--- src/rtl/mux_rr_sched_if.sv ---
// Handshake bundle between the four requesters, the shared 4:1 mux and the sink.
// The slave modport is the scheduler's side. The master modport is the
// requester/sink side.
interface mux_rr_sched_if #(
  parameter int DW = 1
);
  logic [3:0]      req;
  logic [4*DW-1:0] din;
  logic [3:0]      ack;
  logic [1:0]      sel;
  logic [DW-1:0]   y;
  logic            y_valid;
  logic            y_ready;
  logic            busy;

  modport slave (
    input  req, din, y_ready,
    output ack, sel, y, y_valid, busy
  );

  modport master (
    output req, din, y_ready,
    input  ack, sel, y, y_valid, busy
  );
endinterface

--- src/rtl/mux_rr_sched.sv ---
// Round-robin scheduler that shares one 4:1 mux among four requesters.
// It registers the winning word and offers it downstream on a valid/ready
// handshake. When the sink consumes a word, it sends a one-cycle ack back to
// the requester that supplied it.
//
// Build option: define MUX_FIXED_PRIO_EN to get fixed priority (0 > 1 > 2 > 3).
// In that mode the last-grant pointer is not built and PTR_INIT is ignored.
//
// state | meaning
// IDLE  | no word held, y_valid=0, waiting for any req
// GRANT | word from requester sel held in y, y_valid=1, waiting for y_ready
module mux_rr_sched #(
  parameter int         DW       = 1,
  parameter logic [1:0] PTR_INIT = 2'd3
) (
  input  logic          clk,
  input  logic          rst,
  mux_rr_sched_if.slave bus
);

  typedef enum logic {IDLE = 1'b0, GRANT = 1'b1} state_t;

  state_t        state_q, state_d;
  logic [1:0]    sel_q, sel_d;
  logic [DW-1:0] y_q, y_d;
  logic          y_valid_q, y_valid_d;

  logic          hs;
  logic [3:0]    sel_onehot;
  logic [3:0]    elig;
  logic [1:0]    win;
  logic [DW-1:0] din_win;

`ifdef MUX_FIXED_PRIO_EN
  // Lowest set index wins; the scan runs high-to-low so the last hit is the lowest.
  function automatic logic [1:0] pick(input logic [3:0] mask);
    logic [1:0] w;
    w = 2'd0;
    for (int k = 3; k >= 0; k--) begin
      if (mask[k]) w = 2'(k);
    end
    return w;
  endfunction
`else
  logic [1:0] last_q, last_d;
  logic [1:0] ptr;

  // First set bit of mask scanning ptr+1, ptr+2, ... modulo 4.
  function automatic logic [1:0] pick(input logic [3:0] mask, input logic [1:0] p);
    logic [1:0] idx;
    logic [1:0] w;
    logic       found;
    w     = 2'd0;
    found = 1'b0;
    for (int k = 1; k <= 4; k++) begin
      idx = p + 2'(k);
      if (!found && mask[idx]) begin
        w     = idx;
        found = 1'b1;
      end
    end
    return w;
  endfunction
`endif

  assign hs         = y_valid_q & bus.y_ready;
  assign sel_onehot = 4'b0001 << sel_q;

  // In the ack cycle the requester being acked is masked, so it can't be granted twice in a row.
  assign elig = (state_q == GRANT) ? (bus.req & ~sel_onehot) : bus.req;

`ifdef MUX_FIXED_PRIO_EN
  assign win = pick(elig);
`else
  // At a handshake edge, last becomes sel, so the search starts just after sel.
  assign ptr = (state_q == GRANT) ? sel_q : last_q;
  assign win = pick(elig, ptr);
`endif

  assign din_win = bus.din[int'(win)*DW +: DW];

  // State register and the registered datapath (select, data word, valid, pointer).
  always_ff @(posedge clk or posedge rst) begin
    if (rst) begin
      state_q   <= IDLE;
      sel_q     <= 2'd0;
      y_q       <= '0;
      y_valid_q <= 1'b0;
`ifndef MUX_FIXED_PRIO_EN
      last_q    <= PTR_INIT;
`endif
    end else begin
      state_q   <= state_d;
      sel_q     <= sel_d;
      y_q       <= y_d;
      y_valid_q <= y_valid_d;
`ifndef MUX_FIXED_PRIO_EN
      last_q    <= last_d;
`endif
    end
  end

  // Next-state logic: grant from IDLE, then regrant back-to-back or release on each handshake.
  always_comb begin
    state_d   = state_q;
    sel_d     = sel_q;
    y_d       = y_q;
    y_valid_d = y_valid_q;
`ifndef MUX_FIXED_PRIO_EN
    last_d    = last_q;
`endif
    case (state_q)
      IDLE: begin
        if (|bus.req) begin
          state_d   = GRANT;
          sel_d     = win;
          y_d       = din_win;
          y_valid_d = 1'b1;
        end
      end
      GRANT: begin
        if (hs) begin
`ifndef MUX_FIXED_PRIO_EN
          last_d = sel_q;
`endif
          if (|elig) begin
            sel_d = win;
            y_d   = din_win;
          end else begin
            y_valid_d = 1'b0;
            state_d   = IDLE;
          end
        end
      end
      default: begin
        state_d   = IDLE;
        y_valid_d = 1'b0;
      end
    endcase
  end

  // Outputs: ack is a one-hot pulse only in the handshake cycle; busy follows the state.
  always_comb begin
    bus.ack  = 4'b0000;
    bus.busy = (state_q == GRANT);
    if (hs) bus.ack = sel_onehot;
  end

  assign bus.sel     = sel_q;
  assign bus.y       = y_q;
  assign bus.y_valid = y_valid_q;

endmodule
--- src/flat_wrapper.sv ---
// flat-port wrapper written by rule: the top's interface ports become plain ports
module mux_rr_sched_flat 
#(
  parameter int         DW       = 1,
  parameter logic [1:0] PTR_INIT = 2'd3
)
  (clk, rst, bus_req, bus_din, bus_y_ready, bus_ack, bus_sel, bus_y, bus_y_valid, bus_busy);
  mux_rr_sched_if #(.DW(DW)) bus_i ();
  input  logic clk;
  input  logic rst;
  input wire logic [$bits(bus_i.req)-1:0] bus_req;
  input wire logic [$bits(bus_i.din)-1:0] bus_din;
  input wire logic [$bits(bus_i.y_ready)-1:0] bus_y_ready;
  output wire logic [$bits(bus_i.ack)-1:0] bus_ack;
  output wire logic [$bits(bus_i.sel)-1:0] bus_sel;
  output wire logic [$bits(bus_i.y)-1:0] bus_y;
  output wire logic [$bits(bus_i.y_valid)-1:0] bus_y_valid;
  output wire logic [$bits(bus_i.busy)-1:0] bus_busy;
  assign bus_i.req = bus_req;
  assign bus_i.din = bus_din;
  assign bus_i.y_ready = bus_y_ready;
  assign bus_ack = bus_i.ack;
  assign bus_sel = bus_i.sel;
  assign bus_y = bus_i.y;
  assign bus_y_valid = bus_i.y_valid;
  assign bus_busy = bus_i.busy;
  mux_rr_sched #(.DW(DW), .PTR_INIT(PTR_INIT)) u_core (.clk(clk), .rst(rst), .bus(bus_i));
endmodule
--- config.mk ---
export PLATFORM = sky130hd
export DESIGN_NAME = mux_rr_sched_flat
export DESIGN_NICKNAME = d
export VERILOG_FILES = /design/src/rtl/mux_rr_sched_if.sv /design/src/rtl/mux_rr_sched.sv /design/src/flat_wrapper.sv
export SDC_FILE = /design/constraint.sdc
export NUM_CORES = 1
export LEC_CHECK = 0
export ABC_CLOCK_PERIOD_IN_PS = 4300
export CAP_MARGIN = 20
export CORE_MARGIN = 4
export CORE_UTILIZATION = 48
export DETAILED_ROUTE_END_ITERATION = 8
export GPL_TIMING_DRIVEN = 0
export PLACE_DENSITY = 0.88
export REMOVE_ABC_BUFFERS = 1
export SYNTH_ARGS = -nofsm -noshare
export SYNTH_HDL_FRONTEND = slang
export SYNTH_SLANG_ARGS = --single-unit
export TNS_END_PERCENT = 20
--- constraint.sdc ---
create_clock -name clk -period 4.3 [get_ports clk]
set_input_delay 0.86 -clock clk [delete_from_list [all_inputs] [get_ports clk]]
set_output_delay 0.86 -clock clk [all_outputs]
set_load 0.01 [all_outputs]
Word-level counts from Yosys, hierarchy flattened

Index checks and enable logic that the tools add are counted.

Add/sub/neg operators: 3
Reductions and logical operators: 11
Eq/ne operators: 4
Shifts and indexed selects: 2
Order comparisons: 4
Bitwise logic cells: 4
Multiplexer cells: 34

Operator list:

| operator                                                                     | count |
|---|---|
| 1-bit two-way mux                                                            | 16 |
| 2-bit two-way mux                                                            | 8 |
| 2-bit by 3-bit less-than comparator with 1-bit output, second input constant | 4 |
| 1-bit binary-select mux with 2-bit select                                    | 4 |
| 4-bit two-way mux                                                            | 2 |
| 4-bit OR reduction                                                           | 2 |
| 2-bit != test, second input constant                                         | 3 |
| 1-bit one-hot mux with 2 select lines                                        | 3 |
| 3-bit AND reduction                                                          | 2 |
| 2-bit adder, second input constant                                           | 2 |
| 4-bit bitwise AND                                                            | 1 |
| 4-bit inverter                                                               | 1 |
| 2-bit one-hot mux with 2 select lines                                        | 1 |
| 4-bit by 3-bit variable part select with 1-bit output                        | 1 |
| 1-bit by 2-bit left shift with 4-bit output, first input constant            | 1 |
| 1-bit logical AND                                                            | 3 |
| 1-bit logical NOT                                                            | 3 |
| 2-bit by 1-bit adder with 2-bit output, second input constant                | 1 |
| 2-bit by 1-bit != test with 1-bit output, second input constant              | 1 |
| 2-bit AND reduction                                                          | 1 |
| 1-bit bitwise AND                                                            | 1 |
| 1-bit inverter                                                               | 1 |

Input port bits: 11
Flip-flop bits (word level): 7
Logic and storage cells: 67

Logic depth before layout (Yosys ltp)

Depth in word-level cells: 20
Gate-level depth with buffers: 8
Gate-level depth less buffers: 6

Worst setup path before layout

Ideal clock, no wire load.

Path type: input port to flip-flop
From: in bus_req[3]
To: reg u_core.y_q (netlist: u_core.bus.y)
Required time: 4,205 ps
Path slack: 2,115 ps
Arrival time: 2,090 ps
Cell stages on the path: 7
Buffers on the path: 1
Cells stage by stage: buf_2 nor3b_1 o22ai_1 a32oi_1 o311ai_0 o211a_1 o31ai_1

Cells in the longest elaborated chain, start to end: 18
Elaborated cells between the ends (all ways): 33
Those cells by class: eq/ne (2); shift (1); mux (20); bitwise (1); reduce/logical (9)

RTL lines:

| element                                               | line                | RTL |
|---|---|---|
| start, declared                                       | flat_wrapper.sv:11  | `input wire logic [$bits(bus_i.req)-1:0] bus_req;` |
| 4-bit bitwise AND                                     | mux_rr_sched.sv:70  | `assign elig = (state_q == GRANT) ? (bus.req & ~sel_onehot) : bus.req;` |
| 4-bit two-way mux                                     | mux_rr_sched.sv:70  |  |
| 1-bit binary-select mux with 2-bit select             | mux_rr_sched.sv:57  | `if (!found && mask[idx]) begin` |
| 1-bit two-way mux (not written as such)               | mux_rr_sched.sv:57  |  |
| 1-bit two-way mux                                     | mux_rr_sched.sv:57  |  |
| 1-bit logical NOT                                     | mux_rr_sched.sv:57  |  |
| 1-bit logical AND                                     | mux_rr_sched.sv:57  |  |
| 1-bit two-way mux                                     | mux_rr_sched.sv:57  |  |
| [2 not listed]                                        | -                   |  |
| 1-bit two-way mux                                     | mux_rr_sched.sv:57  |  |
| 1-bit logical NOT                                     | mux_rr_sched.sv:57  |  |
| 1-bit logical AND                                     | mux_rr_sched.sv:57  |  |
| 2-bit two-way mux                                     | mux_rr_sched.sv:57  |  |
| 4-bit by 3-bit variable part select with 1-bit output | mux_rr_sched.sv:80  | `assign din_win = bus.din[int'(win)*DW +: DW];` |
| 1-bit two-way mux                                     | mux_rr_sched.sv:126 | `if (\|elig) begin` |
| 1-bit two-way mux                                     | mux_rr_sched.sv:122 | `if (hs) begin` |
| 1-bit one-hot mux with 2 select lines                 | mux_rr_sched.sv:112 | `case (state_q)` |
| end signal, assigned                                  | mux_rr_sched.sv:95  | `y_q <= y_d;` |
| end, declared                                         | mux_rr_sched.sv:25  | `logic [DW-1:0] y_q, y_d;` |

Parallel ways exist; a longest one is shown, timed or not. The select of a mux whose other input is x is not followed.
A chain may end at the register's enable or synchronous reset.

Worst setup path in the final report

From: in bus_y_ready
To: out bus_ack[2]

Cells in the longest elaborated chain, start to end: 2

RTL lines:

| element           | line                | RTL |
|---|---|---|
| start, declared   | flat_wrapper.sv:13  | `input wire logic [$bits(bus_i.y_ready)-1:0] bus_y_ready;` |
| 1-bit bitwise AND | mux_rr_sched.sv:66  | `assign hs = y_valid_q & bus.y_ready;` |
| 4-bit two-way mux | mux_rr_sched.sv:146 | `if (hs) bus.ack = sel_onehot;` |
| end, declared     | flat_wrapper.sv:14  | `output wire logic [$bits(bus_i.ack)-1:0] bus_ack;` |

Every way passes these cells.

==> metrics.csv <==
stage;metric;value;unit
synth;yosys-top-cells-count;nand2_1 (10), nor2_1 (7), o21ai_0 (6);
global_routing;met3_usage;2.789;%
clocking;cts_sinks;7;
sta;rsz0062_at_grt;false;
worst_setup_path;cp-end-kind;output port;
detailed_routing;avgRoutedWirePerCell;13.89;um
sta;fmax;0.3273;GHz
power;p_leak;0.3419;nW
floorplanning;core;1301;um2
global_routing;grt_max_degree;20;
worst_setup_path;reg2regPathDepth;6;
layout;nNetsFinal;111;
min_path;min_to;u_core.bus.y$_DFFE_PP0P_;
floorplanning;initial_core_util;50.87;%
layout;areaGrowthSynthToFinish;29.11;%
global_routing;grt_use_met2;25.14;%
synth;synthArstFlopShare;100.0;%
synth;synth_seq_cells;7;
floorplanning;die_height;45.14;um
global_routing;grt-ovfl-total;0;
global_routing;grtUsageMet1;23.72;%
detailed_routing;vias_per_cell;5.895;
placement;placedCellCount;110;
synth;yosysMostFrequentCell;nand2_1;
outcome;status;completed;
clocking;post_cts_resized;0;
worst_setup_path;r2r_end;u_core.bus.y$_DFFE_PP0P_;
worst_setup_path;r2r_slack;2.09;ns
synth;syn_area;661.9;um2
synth;synth_seq_area_share;26.84;%
worst_setup_path;reg2reg_from;u_core.bus.busy$_DFF_PP0_;
worst_setup_path;worstPathArrival;2.20;ns
synth;synth_area_per_cell;8.171;um2
synth;synth-warning-count;0;
layout;drive_above_1_share;11.11;%
power;vdd_drop_max;0.3391;mV
detailed_routing;drt_wl_total;1584;um
placement;gp_congestion;0.8418;
global_routing;grt_util_all_layers;17.05;%
sta;tns;0;ns
sta;tightest_slew;0.6547;ns
worst_setup_path;path_max_fanout;4;
placement;port_buffers;19;
global_routing;antenna_found_initial;0;
floorplanning;die_area;2037;um2
synth;synth_top_area_share;18.90;%
layout;diodes;0;
sta;finClkSkew;0.0002562;ns
floorplanning;fp.dieW;45.14;um
sta;setup_viol;0;
detailed_routing;drt_iter0_drc;15;
clocking;cts.clk_slew.worst_paths;0.05;ns
min_path;min_path_type;reg -> reg;
worst_setup_path;critPathRequiredTime;3.44;ns
min_path;min_path_cells;2;
global_routing;grt.busiest_layer;met2;
clocking;cts_tree;done;
detailed_routing;drc;0;
worst_setup_path;path_class;in -> out;
clocking;cts_max_path_buffers;2;
synth;synth-main-ff-cell;dfrtp_1;
min_path;hold_start;u_core.bus.y$_DFFE_PP0P_;
detailed_routing;vias;672;
synth;ys_types;35;
clocking;hold_buffers;0;
clocking;cts_root_buffer;clkbuf_4;
global_routing;grt_pass1_wl;2559;um
global_routing;grt_pass1_vias;600;
clocking;cts_buffers;3;
sta;period_needed;3.055;ns
detailed_routing;firstDrtPassIters;4;
sta;hold_viol_final;0;
power;total_power;0.4722;mW
clocking;cts_setup_buffers;0;
synth;synth_largest_area_cell;dfrtp_1;
worst_setup_path;startpoint;bus_y_ready;
power;powerDensity;552.6;nW/um2
synth;synthTopCellsByArea;dfrtp_1 (19%), dfstp_2 (7.9%), mux2i_1 (6.0%);
detailed_routing;ant_nets;0;
sta;maxSlewHeadroom;55.80;%
clocking;clock_latency;0.24;ns
worst_setup_path;crit_path_start_kind;input pin;
synth;synth_edf_count;0;
floorplanning;pin_count;20;
run;max_cap_violations;0;
sta;slew_violations;0;
synth;netlist_instances;81;
floorplanning;num_rows;13;
clocking;h-tree-depth;1;
placement;dp_hpwl;1182;um
sta;fin_crit_sh;71.05;%
layout;fin_cells;114;
## layout by cell type (no fill, tap or decap), drive strengths merged, types with 3 or more instances in the layout
| cell | count |
|---|---|
| dfrtp | 5 |
| a21oi | 4 |
| nor2 | 7 |
| mux2i | 5 |
| nand2 | 10 |
| o21ai | 6 |
| nor3 | 3 |
| clkdlybuf4s50 | 19 |
| nand3 | 4 |
| clkbuf | 4 |
| o31ai | 3 |
## logic make-up after synthesis
family | after synthesis | share of synthesized area, %
simple gates | 36 | 28.92
compound gates | 25 | 26.84
flops | 7 | 26.84
buf+inv | 7 | 7.560
mux | 6 | 9.830
## through the flow
stage / hold slack (ns) / worst slack (ns) / instance area (um2) / utilization [%]
final: 0.4888 / 1.245 / 854.6 / 65.67
after detailed placement: 0.4753 / 1.217 / 828.3 / 63.65
after CTS: 0.4969 / 1.229 / 854.6 / 65.67
after global placement: 0.4841 / 1.296 / 828.3 / 63.65
after global routing: 0.5520 / 1.134 / 854.6 / 65.67
after floorplan: 0.4790 / 2.194 / 619.3 / -
## registers in the layout, summed over array words and instances (netlist names)
name                flops
u_core.bus.busy         1
u_core.bus.y_valid      1
u_core.bus.sel          2
u_core.last_q           2
u_core.bus.y            1
## critical path: stages
cell and delay, ns:
clkdlybuf4s50_1 0.53, nand2_1 0.09, nor3_1 0.15, clkdlybuf4s50_1 0.57
## routing by layer
| layer | share of wire (%) | wire (um) |
|---|---|---|
| met5 | 0 | 0 |
| met4 | 0.88 | 14 |
| met2 | 47 | 752 |
| met3 | 4.6 | 73 |
| met1 | 47 | 744 |
## layout make-up
type | instances | area (um2)
tap | 15 | 18.77
inverter | 2 | 7.507
clock buffer | 4 | 26.28
multi-input combinational | 67 | 434.2
sequential | 7 | 177.7
fill | 117 | 446.7
timing repair buffer | 19 | 190.2
## worst max path at each step
stage | end | slack, ns
2_1_floorplan | u_core.bus.y$_DFFE_PP0P_ | 2.19
3_3_place_gp | bus_ack[2] | 1.30
3_5_place_dp | bus_ack[2] | 1.22
4_1_cts | bus_ack[2] | 1.23
5_1_grt | bus_ack[2] | 1.13
6_report | bus_ack[2] | 1.24
## power by group
group | leakage (nW) | switching [mW] | internal (mW)
Clock | 0.0150 | 0.0206 | 0.0352
Combinational | 0.247 | 0.119 | 0.138
Sequential | 0.0802 | 0.0601 | 0.0997
No activity file was read; power rests on OpenSTA's default activity.
